`config.mk`:
```
export PLATFORM = sky130hd
export DESIGN_NAME = count_event_monitor
export DESIGN_NICKNAME = d
export VERILOG_FILES = /design/src/rtl/count_event_monitor_pkg.sv /design/src/rtl/event_fifo.sv /design/src/rtl/count_event_monitor.sv
export SDC_FILE = /design/constraint.sdc
export NUM_CORES = 1
export LEC_CHECK = 0
export CAP_MARGIN = 5
export CELL_PAD_IN_SITES_DETAIL_PLACEMENT = 1
export CELL_PAD_IN_SITES_GLOBAL_PLACEMENT = 2
export CORE_ASPECT_RATIO = 0.8
export CORE_MARGIN = 2
export CORE_UTILIZATION = 44
export DETAILED_ROUTE_END_ITERATION = 16
export PLACE_DENSITY_LB_ADDON = 0.1
export SYNTH_ARGS = -nofsm -noshare
export SYNTH_HDL_FRONTEND = slang
export SYNTH_HIERARCHICAL = 1
export SYNTH_SLANG_ARGS = --single-unit
```
`constraint.sdc`:
```
create_clock -name clk -period 5.73 [get_ports clk]
set_input_delay 0.8595 -clock clk [delete_from_list [all_inputs] [get_ports clk]]
set_output_delay 0.8595 -clock clk [all_outputs]
set_load 0.05 [all_outputs]
```
`src/rtl/count_event_monitor_pkg.sv`:
```
// Shared types for the count event monitor: event classes and payload field widths.
package count_event_monitor_pkg;

    localparam int EVT_CODE_W = 2;

    typedef enum logic [EVT_CODE_W-1:0] {
        STEP  = 2'b00,
        WRAP  = 2'b01,
        CLEAR = 2'b10,
        JUMP  = 2'b11
    } evt_code_t;

endpackage : count_event_monitor_pkg

```
`src/rtl/event_fifo.sv`:
```
// Synchronous FIFO with a registered head entry; accepts a push into a full FIFO
// only when a pop happens on the same edge.
module event_fifo #(
    parameter int WIDTH = 6,
    parameter int DEPTH = 4
) (
    input  logic             clk,
    input  logic             rst,
    input  logic             push,
    input  logic [WIDTH-1:0] din,
    input  logic             pop,
    output logic [WIDTH-1:0] dout,
    output logic             full,
    output logic             empty
);

    localparam int AW = (DEPTH > 1) ? $clog2(DEPTH) : 1;
    localparam logic [AW:0] FULL_CNT = (AW+1)'(DEPTH);

    logic [WIDTH-1:0] mem [DEPTH];
    logic [AW-1:0]    wr_ptr;
    logic [AW-1:0]    rd_ptr;
    logic [AW-1:0]    rd_nxt;
    logic [AW:0]      used;
    logic [WIDTH-1:0] head;
    logic             push_ok;
    logic             pop_ok;

    assign empty   = (used == '0);
    assign full    = (used == FULL_CNT);
    assign pop_ok  = pop && !empty;
    assign push_ok = push && (!full || pop_ok);
    assign rd_nxt  = rd_ptr + AW'(1);
    assign dout    = head;

    // NOTE: storage is deliberately not reset; the pointers and the head register
    // carry all observable state, so the array can map onto plain RAM.
    always_ff @(posedge clk) begin
        if (push_ok) begin
            mem[wr_ptr] <= din;
        end
    end

    // NOTE: sequential state uses non-blocking assignments so every register
    // samples the pre-edge values regardless of statement order.
    always_ff @(posedge clk or negedge rst) begin
        if (!rst) begin
            wr_ptr <= '0;
            rd_ptr <= '0;
            used   <= '0;
            head   <= '0;
        end else begin
            if (push_ok) begin
                wr_ptr <= wr_ptr + AW'(1);
            end
            if (pop_ok) begin
                rd_ptr <= rd_nxt;
            end
            case ({push_ok, pop_ok})
                2'b10:   used <= used + (AW+1)'(1);
                2'b01:   used <= used - (AW+1)'(1);
                default: used <= used;
            endcase
            // Head tracks the entry at the read pointer after this edge.
            if (pop_ok) begin
                if (used > (AW+1)'(1)) begin
                    head <= mem[rd_nxt];
                end else if (push_ok) begin
                    head <= din;
                end
            end else if (empty && push_ok) begin
                head <= din;
            end
        end
    end

endmodule : event_fifo

```
`src/rtl/count_event_monitor.sv`:
```
// Watches a counter bus, classifies each change (STEP/WRAP/CLEAR/JUMP) and queues
// events for a valid/ready consumer. Define COUNT_EVENT_MONITOR_TS_EN for timestamps.
module count_event_monitor
    import count_event_monitor_pkg::*;
#(
    parameter int SIZE  = 4,
    parameter int DEPTH = 4,
    parameter int TS_W  = 16
) (
    input  logic                  clk,
    input  logic                  rst,
    input  logic [SIZE-1:0]       count,
    input  logic                  evt_ready,
    input  logic                  clear_ovf,
    output logic                  evt_valid,
    output logic [EVT_CODE_W-1:0] evt_code,
    output logic [SIZE-1:0]       evt_value,
`ifdef COUNT_EVENT_MONITOR_TS_EN
    output logic [TS_W-1:0]       evt_ts,
`endif
    output logic                  overflow
);

`ifdef COUNT_EVENT_MONITOR_TS_EN
    localparam int ENTRY_W = EVT_CODE_W + SIZE + TS_W;
`else
    // TS_W stays in the parameter list so both builds share one instance signature.
    localparam int ENTRY_W = EVT_CODE_W + SIZE + 0 * TS_W;
`endif

    localparam logic [SIZE-1:0] ALL_ONES = '1;

    logic [SIZE-1:0]    prev;
    logic               prev_vld;
    evt_code_t          code;
    logic               push;
    logic               pop;
    logic               drop;
    logic               fifo_full;
    logic               fifo_empty;
    logic [ENTRY_W-1:0] entry_in;
    logic [ENTRY_W-1:0] entry_out;

    // WRAP outranks CLEAR and STEP: an all-ones to zero transition is always a wrap.
    // NOTE: every combinational output gets a default first so no latch is inferred.
    always_comb begin
        code = JUMP;
        if (prev == ALL_ONES && count == '0) begin
            code = WRAP;
        end else if (count == '0 && prev != '0) begin
            code = CLEAR;
        end else if (count == prev + SIZE'(1)) begin
            code = STEP;
        end
    end

    assign push = prev_vld && (count != prev);
    assign pop  = evt_valid && evt_ready;
    assign drop = push && fifo_full && !pop;

`ifdef COUNT_EVENT_MONITOR_TS_EN
    logic [TS_W-1:0] ts_cnt;

    always_ff @(posedge clk or negedge rst) begin
        if (!rst) begin
            ts_cnt <= '0;
        end else begin
            ts_cnt <= ts_cnt + TS_W'(1);
        end
    end

    assign entry_in = {code, count, ts_cnt};
    assign {evt_code, evt_value, evt_ts} = entry_out;
`else
    assign entry_in = {code, count};
    assign {evt_code, evt_value} = entry_out;
`endif

    always_ff @(posedge clk or negedge rst) begin
        if (!rst) begin
            prev     <= '0;
            prev_vld <= 1'b0;
            overflow <= 1'b0;
        end else begin
            prev     <= count;
            prev_vld <= 1'b1;
            // A drop in the same cycle as a clear request keeps the flag set.
            if (drop) begin
                overflow <= 1'b1;
            end else if (clear_ovf) begin
                overflow <= 1'b0;
            end
        end
    end

    event_fifo #(
        .WIDTH (ENTRY_W),
        .DEPTH (DEPTH)
    ) u_fifo (
        .clk   (clk),
        .rst   (rst),
        .push  (push),
        .din   (entry_in),
        .pop   (pop),
        .dout  (entry_out),
        .full  (fifo_full),
        .empty (fifo_empty)
    );

    assign evt_valid = !fifo_empty;

endmodule : count_event_monitor

```
==> impl_metrics.yaml <==
floorplan:
  die_h_um: 65.7
  initial_standard_cell_utilization_of_the_core_pct: 45.6
  floorplan.core_area_um2: 4600
  fp.dieW_um: 81.2
  rows: 22
  floorplan.die_area_um2: 5330
  io_pins: 16
yosys:
  yosysWarningCount: 6
  synthArstFlopShare_pct: 44.2
  synth.cell_area_um2: 2100
  synth-seq-area-share_pct: 57.1
  synth_largest_type_area_fraction_pct: 34.4
  post-synth-top-count-cell: "sky130_fd_sc_hd__edfxtp_1"
  synth_cells: 147
  synthFlopType: "sky130_fd_sc_hd__edfxtp_1"
  synth_edf_count: 24
  synth_seq_cells: 43
  synth.top_cells.by_area: "sky130_fd_sc_hd__edfxtp_1 (34%), sky130_fd_sc_hd__dfrtp_1 (23%), sky130_fd_sc_hd__mux4_2 (6.4%)"
  ys_types: 40
  synth_top_cell_by_area: "sky130_fd_sc_hd__edfxtp_1"
  synthesis.area_per_instance_um2: 14.3
  mapped_nets: 165
  synth_commonest_cells: "sky130_fd_sc_hd__edfxtp_1 (24), sky130_fd_sc_hd__dfrtp_1 (19), sky130_fd_sc_hd__ha_1 (10)"
setup_path:
  critical_path_required_ns: 5.68
  end_kind: "flop"
  worstPathMaxFanout: 14
  worstPathArrival_ns: 3.16
  setup.worst_path.class: "input port to flop"
  cp-start-kind: "input port"
cts:
  maximum_buffer_depth_of_the_clock_tree: 2
  tritoncts: "built"
  clk_pin_slew_ns: 0.08
  cts_made_buffers: 5
  source_to_sink_clock_delay_at_the_later_pin_of_the_worst_skew_pair_ns: 0.29
  cts_repair_resize_count: 0
  cts_root_buf: "sky130_fd_sc_hd__clkbuf_8"
  ctsHoldBuffers: 0
  clock_sink_count: 43
  post_cts.repair.setup_buffers: 0
  h_tree_level_count: 2
route:
  antenna_violating_nets_post_route: 0
  via_per_inst: 5.42
  drt_pre_antenna_iters: 4
  total_wirelength_um: 4100
  detailroute.via_count: 1219
  remaining_drc_errors: 0
  wire_per_inst_um: 18.2
  initialDrtViolationCount: 62
timing:
  relative_slew_margins_pct: 36.2
  fmax_ghz: 0.312
  unrepaired_setup_endpoints_after_global_routing: "false"
  setup_total_negative_slack_ns: 0
  slew_viol_final: 0
  finalSetupViolCount: 0
  final.period_utilization_pct: 56.0
  timing_hold_violations_final: 0
  period_needed_ns: 3.21
  tightest_slew_ns: 0.955
  fin_worst_skew_ns: 0.00787
place:
  numPortBuffers: 15
  gp_congestion: 0.794
  place_hpwl_um: 3090
finish:
  areaGrowthSynthToFinish_pct: 15.6
  layout-drive-gt1-share_pct: 13.9
  filler_cell_count: 442
  total_area_of_multi_input_combinational_cells_um2: 831
  design.final.nets: 182
  insertedDiodeCount: 0
  regArea_um2: 1200
  postLayoutCoreUtil_pct: 52.7
power_and_ir_drop:
  vdd_drop_max_uv: 231
  power-per-cell-area_nw_per_um2: 517
  total_leakage_power_uw: 0.000927
status:
  outcome: "complete, no violations"
global_routing:
  total_congestion_overflow_after_global_routing: 0
  grt_pass1_vias: 1374
  track_usage_pct: 18.4
  grt_max_degree: 20
  grt_antenna_before_repair: 0
  grt_pass1_wl_um: 7040
job:
  cap_viol_max_count: 0
min_path:
  class_of_the_tightest_hold_or_removal_check: "flop to flop"
layout by cell type (no fill, tap or decap), types with 6 or more instances in the layout:
cell type                         instances
sky130_fd_sc_hd__ha_1                    10
sky130_fd_sc_hd__mux4_2                   6
sky130_fd_sc_hd__dfrtp_1                 19
sky130_fd_sc_hd__mux2_1                   6
sky130_fd_sc_hd__xnor2_1                  7
sky130_fd_sc_hd__mux2_2                   6
sky130_fd_sc_hd__xor2_1                   6
sky130_fd_sc_hd__clkdlybuf4s50_1         15
sky130_fd_sc_hd__inv_1                    9
sky130_fd_sc_hd__edfxtp_1                24
area by class of cell:
type	count	share of cell area, %
clock buffers	6	2.99
clock inverters	2	2.48
multi-input cells	89	34.3
repair buffers	15	6.20
well taps	60	3.10
flip-flops and latches	43	49.4
inverters	10	1.60
through the flow:
step	setup slack, ns	hold slack [ns]	power [uW]	area [um2]	instances
floorplan	3.38	0.564	855	2100	147
global placement	2.35	0.506	971	2290	217
detailed placement	2.23	0.503	995	2290	217
CTS	2.53	0.525	1270	2420	225
global route	2.31	0.563	1340	2420	225
finish	2.52	0.514	1250	2420	225
power breakdown:
group / switching [uW] / internal [uW]
combinational: 276 / 222
sequential: 71.1 / 415
clock: 95.0 / 174
total: 442 / 810
state kept, by name (all words and copies together), names as in the netlist:
register / flops
u_fifo/dout: 6
u_fifo/mem: 24
overflow: 1
prev: 4
u_fifo/rd_ptr: 2
u_fifo/used: 3
u_fifo/wr_ptr: 2
prev_vld: 1
critical path, stage by stage:
cell                              delay, ns
sky130_fd_sc_hd__clkdlybuf4s50_1       0.68
sky130_fd_sc_hd__xor2_1                0.30
sky130_fd_sc_hd__o41a_1                0.59
sky130_fd_sc_hd__o21a_1                0.34
sky130_fd_sc_hd__and2_1                0.39
metal layers:
metal	wire, um	track usage, %	vias to the layer above
met1	1950	25.0	621
met4	84	7.42	0
met5	0	0	-
met2	1880	27.8	25
li1	-	-	565
met3	178	5.22	8
worst paths after layout:
kind	startpoint	to	slack [ns]	cells after the start
min reg2reg	overflow	overflow	0.51	1
max	count[2]	u_fifo/mem[1][0]	2.52	5
min in group asynchronous	rst	u_fifo/dout[3]	1.10	1
max reg2reg	u_fifo/used[1]	u_fifo/mem[1][0]	2.75	7
max in group asynchronous	rst	prev[0]	4.05	1
min	overflow	overflow	0.51	1
cells by family after synthesis:
| logic type | synth area share (%) |
|---|---|
| compound gates | 6.93 |
| xor+xnor | 5.43 |
| fa+ha+maj | 6.45 |
| buf+inv | 3.28 |
| flops | 57.1 |
| mux | 12.9 |
| other cells | 0.179 |
| simple gates | 7.76 |
(Power assumes the default switching activity.)
